File: src/rtl/jt51_pkg.sv
// Shared types for the JT51 host write path.
// FSM encoding and the queued (address, data) entry.
package jt51_pkg;

   typedef enum logic [2:0] {
      ST_IDLE,
      ST_ADDR,
      ST_GAP,
      ST_DATA,
      ST_WAIT_HI,
      ST_WAIT_LO
   } wrq_state_t;

   typedef struct packed {
      logic [7:0] addr;
      logic [7:0] data;
   } jt51_entry_t;

endpackage

File: src/rtl/jt51_wrq_fifo.sv
// Single-clock FIFO of register writes.
// First-word-fall-through head, flush clears everything.
module jt51_wrq_fifo
   import jt51_pkg::*;
#(
   parameter int DEPTH = 16,
   parameter int LW    = $clog2(DEPTH) + 1
) (
   input  logic          clk,
   input  logic          rst_n,
   input  logic          flush,
   input  logic          push,
   input  jt51_entry_t   wr_entry,
   input  logic          pop,
   output jt51_entry_t   head,
   output logic [LW-1:0] level
);

   localparam int AW = $clog2(DEPTH);

   jt51_entry_t    mem [DEPTH];
   logic [AW-1:0]  wr_ptr;
   logic [AW-1:0]  rd_ptr;
   logic           do_push;
   logic           do_pop;

   assign do_push = push && (level != LW'(DEPTH)) && !flush;
   assign do_pop  = pop && (level != '0) && !flush;
   assign head    = mem[rd_ptr];

   // storage array, written on accepted pushes only
   always_ff @(posedge clk) begin
      if (do_push) mem[wr_ptr] <= wr_entry;
   end

   // pointers and occupancy; pointers wrap as DEPTH is a power of two
   always_ff @(posedge clk or negedge rst_n) begin
      if (!rst_n) begin
         wr_ptr <= '0;
         rd_ptr <= '0;
         level  <= '0;
      end else if (flush) begin
         wr_ptr <= '0;
         rd_ptr <= '0;
         level  <= '0;
      end else begin
         if (do_push) wr_ptr <= wr_ptr + 1'b1;
         if (do_pop)  rd_ptr <= rd_ptr + 1'b1;
         level <= level + LW'(do_push) - LW'(do_pop);
      end
   end

endmodule

File: src/rtl/jt51_wrq.sv
// Host write queue in front of the JT51 register block.
// Replays queued pairs as a0=0/a0=1 strobes paced on busy.
module jt51_wrq
   import jt51_pkg::*;
#(
   parameter int DEPTH   = 16,
   parameter int LW      = $clog2(DEPTH) + 1,
   parameter int BUSY_TO = 3
) (
   input  logic          clk,
   input  logic          rst_n,
   input  logic          wr_valid,
   input  logic [7:0]    wr_addr,
   input  logic [7:0]    wr_data,
   output logic          wr_ready,
   input  logic          flush,
   output logic [7:0]    din,
   output logic          write,
   output logic          a0,
   input  logic          busy,
   output logic [LW-1:0] level,
   output logic          idle
);

   localparam int CW = $clog2(BUSY_TO + 1);

   wrq_state_t    st;
   jt51_entry_t   head;
   jt51_entry_t   wr_entry;
   logic [7:0]    h_addr;
   logic [7:0]    h_data;
   logic [7:0]    last_addr;
   logic          last_valid;
   logic [CW-1:0] cnt;
   logic          push;
   logic          pop;
   logic          same;

   assign wr_ready = (level != LW'(DEPTH)) && !flush;
   assign push     = wr_valid && wr_ready;
   assign pop      = (st == ST_IDLE) && (level != '0) && !flush && !busy;
   assign same     = last_valid && (head.addr == last_addr);
   assign idle     = (st == ST_IDLE) && (level == '0);
   assign wr_entry = '{addr: wr_addr, data: wr_data};

   jt51_wrq_fifo #(
      .DEPTH (DEPTH),
      .LW    (LW)
   ) u_fifo (
      .clk      (clk),
      .rst_n    (rst_n),
      .flush    (flush),
      .push     (push),
      .wr_entry (wr_entry),
      .pop      (pop),
      .head     (head),
      .level    (level)
   );

   // bus sequencer: strobes are registered on the transition into each phase
   always_ff @(posedge clk or negedge rst_n) begin
      if (!rst_n) begin
         st         <= ST_IDLE;
         din        <= '0;
         write      <= 1'b0;
         a0         <= 1'b0;
         h_addr     <= '0;
         h_data     <= '0;
         last_addr  <= '0;
         last_valid <= 1'b0;
         cnt        <= '0;
      end else begin
         unique case (st)
            ST_IDLE: begin
               if (pop) begin
                  h_addr <= head.addr;
                  h_data <= head.data;
                  write  <= 1'b1;
                  if (same) begin
                     st  <= ST_DATA;
                     a0  <= 1'b1;
                     din <= head.data;
                  end else begin
                     st  <= ST_ADDR;
                     a0  <= 1'b0;
                     din <= head.addr;
                  end
               end
            end
            ST_ADDR: begin
               write      <= 1'b0;
               last_addr  <= h_addr;
               last_valid <= 1'b1;
               st         <= ST_GAP;
            end
            ST_GAP: begin
               write <= 1'b1;
               a0    <= 1'b1;
               din   <= h_data;
               st    <= ST_DATA;
            end
            ST_DATA: begin
               write <= 1'b0;
               cnt   <= '0;
               st    <= ST_WAIT_HI;
            end
            ST_WAIT_HI: begin
               if (busy || cnt == CW'(BUSY_TO)) st <= ST_WAIT_LO;
               else cnt <= cnt + 1'b1;
            end
            ST_WAIT_LO: begin
               if (!busy) st <= ST_IDLE;
            end
            default: st <= ST_IDLE;
         endcase
         if (flush) last_valid <= 1'b0;
      end
   end

endmodule

File: config.mk
export PLATFORM = sky130hd
export DESIGN_NAME = jt51_wrq
export DESIGN_NICKNAME = d
export VERILOG_FILES = /design/src/rtl/jt51_pkg.sv /design/src/rtl/jt51_wrq_fifo.sv /design/src/rtl/jt51_wrq.sv
export SDC_FILE = /design/constraint.sdc
export NUM_CORES = 1
export LEC_CHECK = 0
export CAP_MARGIN = 20
export CELL_PAD_IN_SITES_DETAIL_PLACEMENT = 1
export CELL_PAD_IN_SITES_GLOBAL_PLACEMENT = 1
export CORE_MARGIN = 1.5
export CORE_UTILIZATION = 48
export DETAILED_ROUTE_END_ITERATION = 6
export GPL_ROUTABILITY_DRIVEN = 0
export PLACE_DENSITY = 0.81
export SLEW_MARGIN = 20
export SYNTH_ARGS = -nofsm -noshare
export SYNTH_HDL_FRONTEND = slang
export SYNTH_SLANG_ARGS = --single-unit
export TNS_END_PERCENT = 30
File: constraint.sdc
create_clock -name clk -period 3.6 [get_ports clk]
set_input_delay 0.72 -clock clk [delete_from_list [all_inputs] [get_ports clk]]
set_output_delay 0.72 -clock clk [all_outputs]
set_load 0.1 [all_outputs]
# After elaboration in Yosys (flattened, before gate mapping)
# Memory sizes are Yosys's and may differ from the RTL's.
# Index checks and enable logic that the tools add are counted.
# word_totals
inputBits,21
regBits,53
n_memories,1
mem_bits_rw,256
out_inout_bits,17
# op_classes
eq_ne,12
mux,24
addsub,5
reduce_logical,29
# mem_list
name,depth,word_bits,rd,rd_ports_with_merged_regs,write_ports,line_no,rtl
u_fifo.mem,16,16,1,0,1,jt51_wrq_fifo.sv:21,jt51_entry_t mem [DEPTH];
# ops
op,count
case mux 3 bit (6 select lines),1
two-way mux 4 bit,4
two-way mux 8 bit,2
case mux 8 bit (2 select lines),1
logical AND 1 bit,11
nonzero test 2 bit,5
two-way mux 3 bit,3
adder 4 x 1 -> 4 bit (second input constant),2
== test 8 bit,1
AND reduction 2 bit,4
two-way mux 1 bit,7
== test 3 x 2 -> 1 bit (second input constant),2
== test 3 bit (second input constant),2
!= test 2 bit (second input constant),3
adder 5 x 1 -> 5 bit,1
logical NOT 5 bit,1
two-way mux 5 bit,1
!= test 5 bit (second input constant),1
nonzero test 5 bit,1
subtractor 5 x 1 -> 5 bit,1
two-way mux 2 bit,2
case mux 2 bit (2 select lines),1
== test 3 x 1 -> 1 bit (second input constant),1
logical NOT 3 bit,1
other kinds (10),11

# Longest topological paths before layout
# Gate-level depths: netlist of run 1.
# logic_depth
depth_word,8
ltp_mapped,15
depth_no_buf,13

# Hierarchy
# A second synthesis of run 1 with hierarchy kept.
# hier_totals
cells_unflattened,763
hier_area_um2,12873.6
# by_module_without_submodules
module,area_each_um2,cells_each,seq_area_each_um2,instances
jt51_wrq_fifo,10946.7,567,8012.7,1
jt51_wrq,1926.8,196,1001.0,1

# Worst setup path after synthesis of run 1
# Ideal clock, no wire load.
# synth_path
path_type,reg-to-reg
startpoint,reg u_fifo.level[2]
endpoint,mem u_fifo.mem[3][0] (netlist bit) (enable)
period_less_slack_ns,5.222
required_time_ns,3.191
n_path_buf,1
t_arrival_ns,4.813
stages_incl_launch_ff,8
slack_ns,-1.622
path_cell_list,dfrtp_1 -> inv_1 -> ha_1 -> a41oi_1 -> and2_1 -> clkbuf_1 -> nand2_1 -> nor3_1
# synth_between
elab_chain_len,7
# synth_rtl
item,line_no,rtl
from (decl),jt51_wrq_fifo.sv:16,output logic [LW-1:0] level
from (signal assigned),jt51_wrq_fifo.sv:49,level <= level + LW'(do_push) - LW'(do_pop);
!= test 5 bit,jt51_wrq.sv:39,assign wr_ready = (level != LW'(DEPTH)) && !flush;
logical AND 1 bit,jt51_wrq.sv:39,
net wr_ready,jt51_wrq.sv:15,"output logic wr_ready,"
logical AND 1 bit,jt51_wrq.sv:40,assign push = wr_valid && wr_ready;
logical AND 1 bit (2 in series),jt51_wrq_fifo.sv:27,assign do_push = push && (level != LW'(DEPTH)) && !flush;
two-way mux 1 bit,jt51_wrq_fifo.sv:33,if (do_push) mem[wr_ptr] <= wr_entry;
two-way mux 1 bit (implied by the code),jt51_wrq_fifo.sv:33,
to (decl),jt51_wrq_fifo.sv:21,
# The timed path passes the listed nets, and every way through them passes these cells.

# Worst setup path in the final report of run 1
# layout_path
startpoint,reg u_fifo.rd_ptr[0]
endpoint,reg din[2]
# layout_between
elab_chain_len,6
# layout_rtl
item,line_no,rtl
from (decl),jt51_wrq_fifo.sv:23,logic [AW-1:0] rd_ptr;
from (signal assigned),jt51_wrq_fifo.sv:48,if (do_pop) rd_ptr <= rd_ptr + 1'b1;
memory read (16 x 16 bit) *,-,
== test 8 bit,jt51_wrq.sv:42,assign same = last_valid && (head.addr == last_addr);
logical AND 1 bit,jt51_wrq.sv:42,
two-way mux 8 bit *,jt51_wrq.sv:79,if (same) begin
two-way mux 8 bit *,jt51_wrq.sv:75,if (pop) begin
case mux 8 bit (2 select lines) *,jt51_wrq.sv:73,unique case (st)
to (signal assigned),jt51_wrq.sv:82,din <= head.data;
to (signal assigned),jt51_wrq.sv:86,din <= head.addr;
to (signal assigned),jt51_wrq.sv:99,din <= h_data;
to (decl),jt51_wrq.sv:17,"output logic [7:0] din,"
# Every way passes the cells marked *; elsewhere a longest branch is shown, timed or not. The select of a mux whose other input is x is not followed.
# A chain may end at the register's enable or synchronous reset.

==> results.txt, run 1 <==
Fin cells -> 1,128
Fmax -> 307 MHz
Power Dens Cells -> 696 nW/µm²
IO Pins -> 38
Root Buffer -> clkbuf_16
CP Cell Sequence -> buf_4, mux4_2, a22oi_1, nand2_1, xor2_1, or3_1, o21ai_1, nand3_1
RSZ-0062 raised after global routing -> no
Initial antenna violation count -> 1
Post-layout min period -> 3.26 ns
Synth Area in Compound Gates -> 0.0614
Post-synthesis mux area share -> 0.127
Hold Crit Class -> in2async
Crit path buffers/inverters -> 1
Critical Path AT -> 3.68 ns
Post-Synth XOR/XNOR Area -> 0.00692
First-pass GRT wire length -> 44.6 mm
Final hold violations -> 0
Yosys warns -> 0
Delay-heaviest family, CP -> flip-flops
Synthesis-to-layout area growth -> 15.7%
Antenna viol nets, final -> 0
Die width -> 164 µm
CTS tree -> yes
Crit share post-route -> 0.905
Met1 Track Usage GR -> 0.302
Initial core utilization -> 0.492
DIE HEIGHT -> 164 µm
Final Slew Violations -> 0
Worst skew pair latency -> 0.57 ns
Simple-gate share of the synthesized area -> 0.0500
Top_reg_cell synth -> edfxtp_1
Crit path from -> u_fifo.rd_ptr[0]
Critical Path Start Type -> register
Worst R2R Start -> u_fifo.rd_ptr[0]
Syn_nets -> 742
Largest family of logic cells by synthesized area -> multiplexers
Max incr delay on CP -> 0.76 ns
Max-cap viol count -> 0
Post-CTS Resized -> 0
Cts hold-fix bufs -> 0
Crit Path Max Fanout -> 25
Global route overflow -> 0
Synth cell types -> 54
Seq/Total Area, Yosys -> 0.723
Status -> completed
Most frequent cells in the layout -> edfxtp_1, mux4_2, dfrtp_1, mux2i_1
Site Rows -> 58
Routed WL -> 29.5 mm
Setup ws final -> 0.341 ns
RR Endpoint -> din[2]
Vias in the first global route -> 7,276
Initial DRC count -> 658
GRT busiest layer -> met2
Ratio of cells with drive above 1 in the final layout -> 0.203
Hold_ws -> 0.256 ns
Place WS -> -0.0531 ns
Total number of vias -> 6,882
CP Class -> reg2reg
Post-CTS setup repair buffer count -> 0
Most common cell after layout, fill and taps aside -> edfxtp_1
Leakage -> 0.00488 µW
Number of vias per cell -> 6.10
H-tree levels -> 1
Final core utilization -> 0.570
Wire per inst -> 26.2 µm
Worst Max-Slew Pin Slew -> 0.977 ns
Setup_tns -> 0 ns
CTS sink count -> 309
Die area -> 27,000 µm²
Max Root-Sink Buffers -> 3
Relative slew margins -> 0.346
Final setup viols -> 0
Worst-path cell with the longest stage delay -> dfrtp_4
Yosys reg bits -> 309
HPWL Detailed -> 18.0 mm
Clock transition at the registers of the reported paths -> 0.07 ns
Setup Skew -> 0.0254 ns
Syn Area/Cell -> 17.6 µm²
Gr usage total -> 0.226
Largest net degree at the start of global routing -> 49
Cells after Synth -> 708
Worst VDD drop -> 672 µV
Port Buffers -> 37
Placed Instances -> 1,072
Post-synth EDFFs -> 256
GRT met2 Usage -> 0.379
Final #Nets -> 808
Reg2reg path depth -> 8
Core Area -> 25,300 µm²
Met3 GRT Util -> 0.0290
Worst Setup End Kind -> register
CTS Buf Count -> 30
Mapped Area -> 12,500 µm²
CP required -> 4.02 ns
DRC -> 0
Async set-reset flop share out of synthesis -> 0.172
Drt first pass iters -> 5
Synth Area in Adders -> 0.0136
Flop-to-flop setup slack -> 0.34 ns
where the power goes:
group | leakage [µW] | internal [µW] | total [µW] | switching (µW)
Clock | 0.000485 | 1880 | 3190 | 1310
Sequential | 0.00296 | 4170 | 4440 | 264
Combinational | 0.00143 | 894 | 2410 | 1510
Total | 0.00488 | 6950 | 10000 | 3080
flip-flops by register name, indices dropped and copies added (netlist names):
name / cells
a0: 1
last_addr: 8
st: 3
write: 1
u_fifo.level: 5
din: 8
h_addr: 8
u_fifo.rd_ptr: 4
last_valid: 1
h_data: 8
u_fifo.wr_ptr: 4
u_fifo.mem: 256
cnt: 2
cells in the mapped netlist, types with 10 or more instances:
| library cell | number | share of area |
|---|---|---|
| a221oi_1 | 16 | 0.011 |
| a21o_1 | 10 | 0.0060 |
| a31oi_1 | 10 | 0.0050 |
| inv_1 | 12 | 0.0036 |
| nand3_1 | 13 | 0.0052 |
| nor2_1 | 38 | 0.011 |
| a21oi_1 | 12 | 0.0048 |
| a22oi_1 | 21 | 0.013 |
| nand2_1 | 22 | 0.0066 |
| o21ai_0 | 14 | 0.0056 |
| clkbuf_1 | 19 | 0.0057 |
| mux4_2 | 49 | 0.089 |
| mux2i_1 | 39 | 0.031 |
| ha_1 | 12 | 0.012 |
| dfrtp_1 | 53 | 0.11 |
| edfxtp_1 | 256 | 0.62 |
area by class of cell:
| class | count | area [µm²] |
|---|---|---|
| antenna | 1 | 2.50 |
| clock buffer | 35 | 769 |
| clock inverter | 20 | 239 |
| fill | 2273 | 10900 |
| inverter | 13 | 48.8 |
| multi-input combinational | 349 | 3290 |
| sequential | 309 | 9030 |
| tap | 330 | 413 |
| timing repair buffer | 71 | 641 |
how the worst max path moves through the flow:
stage | end | slack (ns) | depth (start not counted)
2_1_floorplan | idle | -0.04 | 4
6_report | din[2] | 0.34 | 8
5_1_grt | din[6] | 0.15 | 8
3_3_place_gp | u_fifo.level[4] | 0.04 | 12
3_5_place_dp | u_fifo.level[4] | -0.05 | 12
4_1_cts | u_fifo.level[4] | 0.33 | 13
metrics by stage:
stage | power (µW) | cell area [µm²]
floorplan | 6260 | 12500
CTS | 10100 | 14400
global placement | 6780 | 13400
finish | 10000 | 14400
detailed placement | 6910 | 13400
global route | 10400 | 14400
metal layers:
metal  part of all wire  vias to the layer above
met5                  0                        -
met3              0.061                       70
met2               0.50                      273
met4              0.034                        0
li1                   -                     2961
met1               0.41                     3578
kinds of logic (layout without fill, tap and decap cells):
family	Yosys count	count (layout)
flip-flops	309	309
AND/OR/NAND/NOR	123	123
AO/OA/AOI/OAI	108	108
multiplexers	96	96
buffers and inverters	50	139
adder cells (fa/ha/maj)	13	13
XOR/XNOR	9	9
other	0	1
(Power assumes the default switching activity.)
==> run 2: changes to the inputs <==
- CORE_ASPECT_RATIO: unset -> 0.8
==> run 2 against run 1 <==
  * Register-to-register slack got worse by 0.02 ns
  * Clock power is 5% lower
  * Die area barely moved
  * Clock skew decreased by 0.014 ns
  * Wire length is 2.3% higher
  * Largest cell class unchanged
  * Global-route usage increased by 0.58 points
  * Largest power group unchanged
  * Power down 1.3%
  * Critical path type unchanged
  * Via count fell by 0.62%
  * Design area shrank 0.33%
  * Critical path depth grew 1
  * Worst hold slack improved by 0.011 ns
  * Clock-buffer cell count decreased by 1
==> results.txt, run 2 (synthesis results as in run 1) <==
CTS sink count -> 309 (unchanged)
Relative slew margins -> 0.340 (-0.00617)
Power Dens Cells -> 689 nW/µm² (-0.98%)
Global route overflow -> 0 (unchanged)
CTS Buf Count -> 29 (-3.3%)
Max Root-Sink Buffers -> 3 (unchanged)
Antenna Cells -> 0 (-1)
Worst VDD drop -> 539 µV (-20%)
RR Endpoint -> din[5]
Max-cap viol count -> 0 (unchanged)
Final setup viols -> 0 (unchanged)
Wire per inst -> 26.9 µm (+2.7%)
Post-CTS setup repair buffer count -> 0 (unchanged)
CTS tree -> yes
Final Slew Violations -> 0 (unchanged)
DRC -> 0 (unchanged)
Initial antenna violation count -> 0 (-1)
Drt first pass iters -> 5 (unchanged)
Total power -> 9910 µW (-1.3%)
Crit Path Max Fanout -> 16 (-36%)
Root Buffer -> clkbuf_16
Vias in the first global route -> 7,223 (-0.73%)
Initial core utilization -> 0.491 (-0.000922)
Worst skew pair latency -> 0.56 ns (about the same)
Post-layout min period -> 3.28 ns (+0.0226 ns)
Status -> completed
Most common cell after layout, fill and taps aside -> edfxtp_1
Ratio of cells with drive above 1 in the final layout -> 0.201 (-0.00201)
Critical Path Start Type -> register
Post-CTS Resized -> 0 (unchanged)
Gr usage total -> 0.232 (+0.00577)
Hold Crit Class -> in2async
Clock transition at the registers of the reported paths -> 0.07 ns (about the same)
Site Rows -> 52 (-10%)
Routed WL -> 30.2 mm (+2.3%)
Hold_ws -> 0.267 ns (+0.0106 ns)
Most flops, register -> u_fifo.mem
H-tree levels -> 1 (unchanged)
Flop-to-flop setup slack -> 0.32 ns (-0.02 ns)
Initial DRC count -> 694 (+5.5%)
Reg2reg path depth -> 9 (+1)
Setup Skew -> 0.0109 ns (-0.0145 ns)
Crit share post-route -> 0.912 (+0.00628)
DIE HEIGHT -> 147 µm (-10%)
Number of vias per cell -> 6.08 (-0.27%)
Total number of vias -> 6,839 (-0.62%)
Final hold violations -> 0 (unchanged)
Port Buffers -> 37 (unchanged)
Worst Max-Slew Pin Slew -> 0.987 ns (+0.00922 ns)
Max FFs per register -> 256 (unchanged)
CP Class -> reg2reg
Core Area -> 25,400 µm² (+0.19%)
Fillcell total -> 2,277 (+0.18%)
Leakage -> 0.00488 µW (about the same)
Synthesis-to-layout area growth -> 15.3%
Cts hold-fix bufs -> 0 (unchanged)
Critical Path AT -> 3.72 ns (+0.04 ns)
Worst R2R Start -> u_fifo.rd_ptr[1]
HPWL Detailed -> 18.6 mm (+3.2%)
Most frequent cells in the layout -> edfxtp_1, mux4_2, dfrtp_1, mux2i_1, buf_4
Largest net degree at the start of global routing -> 55 (+12%)
Worst Setup End Kind -> register
Antenna viol nets, final -> 0 (unchanged)
CP required -> 4.04 ns (+0.02 ns)
RSZ-0062 raised after global routing -> no
Die width -> 183 µm (+12%)
Final core utilization -> 0.567 (-0.00294)
Final #Nets -> 812 (+0.50%)
IO Pins -> 38 (unchanged)
First-pass GRT wire length -> 45.6 mm (+2.3%)
Die area -> 27,000 µm² (about the same)
Fmax -> 305 MHz (-0.69%)
-- run 2: area by class of cell --
cell class	count	area [µm²]	share of cell area
Tap cell	324	405	0.0282
Sequential cell	309	9030	0.628
Clock buffer	34	744	0.0518
Inverter	13	48.8	0.00339
Multi-Input combinational cell	349	3270	0.228
Timing Repair Buffer	76	678	0.0472
Clock inverter	19	201	0.0140
-- run 2: where the power goes --
part           switching, µW  leakage [µW]  internal [µW]
sequential               223       0.00296           4170
clock                   1330      0.000463           1710
combinational           1560       0.00145            912
total                   3110       0.00488           6800
-- run 2: how the worst max path moves through the flow --
stage                     startpoint               to  slack, ns
floorplan            u_fifo.level[2]             idle      -0.04
global placement                busy  u_fifo.level[4]       0.06
detailed placement              busy  u_fifo.level[4]      -0.06
CTS                 u_fifo.rd_ptr[1]           din[5]       0.33
global route         u_fifo.level[3]  u_fifo.level[4]       0.21
finish              u_fifo.rd_ptr[1]           din[5]       0.32
-- run 2: critical path, cell delays in order (launching register included) --
cell     delay (ns)
dfrtp_2        0.53
buf_4          0.33
mux4_2         0.54
mux2i_1        0.29
mux2i_1        0.14
buf_4          0.18
xor2_1         0.16
or3_1          0.52
o21ai_1        0.32
nand3_1        0.12
-- run 2: per-stage QoR --
stage                     std cells  instance area, µm²  TNS, ns  setup slack, ns
after global routing           1124               14400        0            0.214
after floorplan                 708               12500  -0.0722          -0.0363
after CTS                      1124               14400        0            0.333
final                          1124               14400        0            0.319
after global placement         1071               13400        0           0.0571
after detailed placement       1071               13400  -0.0581          -0.0581
-- run 2: routing by layer --
layer,up-vias,track usage,share of wire
met5,-,0,0
met4,0,0.0852,0.035
met3,61,0.0503,0.069
met2,247,0.369,0.48
met1,3554,0.318,0.42
li1,2977,-,-
==> patch 1, RTL diff (flow settings as in run 2) <==
`BUSY_TO`: 3 -> 6.
--- a/src/rtl/jt51_wrq.sv
+++ b/src/rtl/jt51_wrq.sv
@@ -5,7 +5,7 @@
 #(
    parameter int DEPTH   = 16,
    parameter int LW      = $clog2(DEPTH) + 1,
-   parameter int BUSY_TO = 3
+   parameter int BUSY_TO = 6
 ) (
    input  logic          clk,
    input  logic          rst_n,
Behaviour: no difference found for any inputs over 4 cycles, from zero or initial values and one cycle with rst_n low; that may be too few to reach the edited logic, so the function may still have changed.
==> patch 1 against run 2 <==
- area after synthesis rose by 2.4%
- non-clock buffer count rose by 4
- global-route usage rose by 1.8 points
- sequential cell count rose by 1
- utilization fell by 0.53 points
- power rose by 1.1%
- worst setup slack got worse by 0.076 ns
- synthesized cell count rose by 7.5%
- wire length rose by 8.9%
- design area rose by 2.3%
- largest cell class unchanged
- highest routed layer unchanged
==> patch 1: results (changes against run 2) <==
| Metric | Value |
|---|---|
| Status | `finished clean` |
| Mux share of post-synthesis cell area | `12.4% (-0.27 points)` |
| Total power | `0.0100 W (+1.1%)` |
| GR Layer Usage met1 | `33.4% (+1.6 points)` |
| Fin nets | `866 (+6.7%)` |
| GRT Util Overall | `25.0% (+1.8 points)` |
| Total wire length | `32900 um (+8.9%)` |
| Avg Cell Area, Syn | `16.8 um^2 (-4.7%)` |
| GR Util met2 | `39.2% (+2.3 points)` |
| H-tree depth | `1 (unchanged)` |
| Vias | `7396 (+8.1%)` |
| Clock Tree Buf Depth | `3 (unchanged)` |
| Fraction of registers with async set/reset | `17.4% (+0.27 points)` |
| CP arrival | `3.79 ns (+0.07 ns)` |
| Clk Tree Root Cell | `clkbuf_16` |
| Filler cells | `2425 (+6.5%)` |
| Inserted Diodes | `0 (unchanged)` |
| XOR/XNOR Fraction of Synth Area | `0.754% (+0.062 points)` |
| WL met3 | `2350 um (+13%)` |
| Skew-Pair Late Insertion Delay | `0.56 ns (about the same)` |
| DR vias/cell | `6.10 (+0.29%)` |
| WL met1 | `13400 um (+5.9%)` |
| DR WL met2 | `15400 um (+6.6%)` |
| Worst vdd ir | `0.000480 V (-11%)` |
| Synth warnings | `0 (unchanged)` |
| Clock skew | `0.0158 ns (+0.00491 ns)` |
| DP HPWL | `19700 um (+5.7%)` |
| Number of synthesized flops with an enable pin | `256 (unchanged)` |
| Crit-path max FO | `13 (-3)` |
| Logic gate share of total power | `25.2% (+0.3 points)` |
| Vias in the first global route | `7990 (+11%)` |
| Share of layout cells above drive strength 1 | `18.4% (-1.8 points)` |
| Clk slew on worst S/H paths | `0.07 ns (about the same)` |
| # Post-CTS Setup Buffers | `0 (unchanged)` |
| Placed inst area | `0.0138 mm^2 (+2.5%)` |
| Psw | `0.00321 W (+3.2%)` |
| Post-synth net total | `796 (+7.3%)` |
| Pre-CTS setup slack | `0.0436 ns (+0.102 ns)` |
| First-pass GRT wire length | `50000 um (+9.8%)` |
| CTS buffer count | `30 (+3.4%)` |
| Sequential share of the synthesized area | `70.8% (-1.5 points)` |
| Post-synth top cells | `256 x edfxtp_1, 54 x dfrtp_1, 54 x mux2i_1` |
| Largest net degree at the start of global routing | `47 (-15%)` |
| M3 GR Usage | `5.54% (+0.51 points)` |
| Placed cells | `1156 (+7.9%)` |
| Compound-cell area share of the yosys netlist | `5.92% (-0.23 points)` |
| Most flops, register | `u_fifo.mem` |
| Area contributors post-synth | `edfxtp_1 60%, dfrtp_1 11%, mux4_2 7.4%, mux2i_1 4.2%, ha_1 1.3%` |
| Leakage | `4.99 nW (+2.3%)` |
| Seq pwr share | `44.6% (+0.2 points)` |
| Synthesized-area fraction occupied by adder cells | `1.43% (+0.065 points)` |
| Largest stage delay, worst path | `0.86 ns (+0.32 ns)` |
| Library cells used by synthesis | `60 (+11%)` |
| Least-Margin Pin Slew | `0.977 ns (-0.00930 ns)` |
| PostCTS Resize Cnt | `0 (unchanged)` |
| Slowest CP cell | `dfrtp_1` |
| Drt initial violations | `616 (-11%)` |
[patch 1: cell count changes after synthesis, sizes merged, moves of 3 or more]
cell / before / now
and3: 2 / 11
o21ai: 23 / 28
nand3: 13 / 16
mux4: 49 / 42
nor2: 38 / 42
a22oi: 22 / 10
xor2: 4 / 7
nand2: 22 / 27
mux2i: 39 / 54
clkbuf: 19 / 22
a22o: 0 / 4
or3: 3 / 6
[patch 1: area by class of cell]
class	count	area (um^2)	share of cell area (%)
timing repair buffer	80	721	4.90
sequential	310	9050	61.5
multi-input combinational	394	3500	23.8
clock buffer	47	855	5.81
clock inverter	9	80.1	0.545
inverter	15	56.3	0.383
tap	357	447	3.04
[patch 1: critical path, delay by kind of cell, from the launching register on]
| family | cells | cell delay, ns |
|---|---|---|
| AO/OA/AOI/OAI | 3 | 1.00 |
| XOR/XNOR | 1 | 0.10 |
| buffers and inverters | 1 | 0.21 |
| flip-flops | 1 | 0.86 |
| AND/OR/NAND/NOR | 3 | 1.05 |
[patch 1: worst paths after layout]
check	endpoint	depth (start not counted)	from	slack, ns
worst max-delay path	din[4]	8	u_fifo.rd_ptr[3]	0.24
worst min-delay path	h_data[4]	1	rst_n	0.29
worst max register to register	din[4]	8	u_fifo.rd_ptr[3]	0.24
worst min register to register	h_addr[1]	1	h_addr[1]	0.47
max in group asynchronous	u_fifo.level[2]	2	rst_n	2.52
min in group clk	h_addr[1]	1	h_addr[1]	0.47
[patch 1: metrics by stage]
step	utilization (%)	setup TNS (ns)	hold slack, ns
after CTS	56.1	0	0.289
after floorplan	-	-0.0236	0.424
final	56.1	0	0.287
after detailed placement	52.6	0	0.464
after global routing	56.1	0	0.345
after global placement	52.6	0	0.454
==> patch 2, RTL diff (config.mk and constraints of run 2) <==
Made on the original files. Make the reset (`rst_n`) synchronous in 2 clocked blocks.
--- a/src/rtl/jt51_wrq_fifo.sv
+++ b/src/rtl/jt51_wrq_fifo.sv
@@ -34,7 +34,7 @@
    end
 
    // pointers and occupancy; pointers wrap as DEPTH is a power of two
-   always_ff @(posedge clk or negedge rst_n) begin
+   always_ff @(posedge clk) begin
       if (!rst_n) begin
          wr_ptr <= '0;
          rd_ptr <= '0;
--- a/src/rtl/jt51_wrq.sv
+++ b/src/rtl/jt51_wrq.sv
@@ -58,7 +58,7 @@
    );
 
    // bus sequencer: strobes are registered on the transition into each phase
-   always_ff @(posedge clk or negedge rst_n) begin
+   always_ff @(posedge clk) begin
       if (!rst_n) begin
          st         <= ST_IDLE;
          din        <= '0;
Check against the original RTL: differs if rst_n is asserted again (counterexample within 4 cycles, from zero or initial values and one cycle with rst_n low); with rst_n held inactive, the same outputs for 4 cycles.
==> patch 2 against run 2 <==
- global-route usage is 0.19 points lower
- critical path type unchanged
- design area is 0.32% higher
- area after synthesis is 0.24% lower
- worst setup slack worse by 0.095 ns
- highest routed layer unchanged
- wire length is 1.1% lower
- fmax is 2.8% lower
- via count is 0.57% higher
- sequential cell count is 4 higher
Power is not compared: it rests on default switching activity, and its combinational part moved more than twofold at a synthesized area within 25%.
==> patch 2: results (changes against run 2) <==
| Metric | Value |
|---|---|
| M3 GR Usage | `4.36% (-0.67 points)` |
| Placed cells | `1085 (+1.3%)` |
| Area contributors post-synth | `edfxtp_1 62%, mux4_2 11%, dfxtp_1 9.2%, nor2_1 1.9%, mux2i_1 1.9%` |
| Inserted Diodes | `1 (+1)` |
| Least-Margin Pin Slew | `1.06 ns (+0.0692 ns)` |
| Post-synth top cells | `256 x edfxtp_1, 63 x nor2_1, 61 x mux4_2` |
| DP HPWL | `19000 um (+2.3%)` |
| GRT Util Overall | `23.0% (-0.19 points)` |
| ClkCell Share | `7.04% (+0.46 points)` |
| Status | `finished clean` |
| Share of layout cells above drive strength 1 | `20.3% (+0.17 points)` |
| Vias | `6878 (+0.57%)` |
| Post-synth net total | `753 (+1.5%)` |
| Placed inst area | `0.0134 mm^2 (-0.20%)` |
| Post-route design area | `0.0144 mm^2 (+0.32%)` |
| Non-clk invs | `11 (-2)` |
| Non-Clock Buffer Count | `78 (+2.6%)` |
| Largest net degree at the start of global routing | `38 (-31%)` |
| Avg Cell Area, Syn | `17.3 um^2 (-1.9%)` |
| Fin nets | `827 (+1.8%)` |
| NonClk Buf Share | `4.75% (+0.037 points)` |
| Clkbuf count | `39 (+15%)` |
| CTS buffer count | `31 (+6.9%)` |
| GR Layer Usage met1 | `31.7% (-0.16 points)` |
| WL met3 | `1670 um (-20%)` |
| Vias in the first global route | `7413 (+2.6%)` |
| Fraction of area in multi-input gates | `23.8% (+1.1 points)` |
| DR WL met2 | `14600 um (+1.5%)` |
| WL met1 | `12900 um (+1.8%)` |
| Skew-Pair Late Insertion Delay | `0.58 ns (+0.02 ns)` |
| DR vias/cell | `6.02 (-1.1%)` |
| Clock skew | `0.0178 ns (+0.00690 ns)` |
| Multi-input comb cells | `359 (+2.9%)` |
| Fraction of registers with async set/reset | `0% (-17 points)` |
| Avg WL per Cell | `26.2 um (-2.7%)` |
| Drt initial violations | `671 (-3.3%)` |
| Crit-path max FO | `24 (+8)` |
==> patch 2: logic make-up (layout without fill, tap and decap cells) <==
family                     count (synthesis)  count (layout)  share of synthesized area, %
DFF                                      313             313                          71.0
adders and majority gates                 12              12                          1.27
buffers and inverters                     48             146                          1.78
muxes                                     93              93                          14.7
xor gates and xnor gates                  19              19                          1.34
other                                      0               1                             0
and+or+nand+nor                          157             157                          6.13
AOI/OAI and AO/OA                         78              78                          3.83
==> patch 2: path summary, 6_finish.rpt <==
check / endpoint / from / slack, ns / cells past startpoint
min: h_data[5] / h_data[5] / 0.47 / 2
max reg2reg: st[1] / flop / 0.22 / 7
min reg2reg: h_data[5] / h_data[5] / 0.47 / 2
max: st[1] / flop / 0.22 / 7
==> patch 2: critical path: stages, from the launching register on <==
cell and delay, ns:
dfxtp_4 0.64, mux4_1 0.68, o22ai_1 0.37, or4_1 0.19, o2111a_1 0.21, or4b_1 0.61, o31a_1 0.31, a2111oi_2 0.26
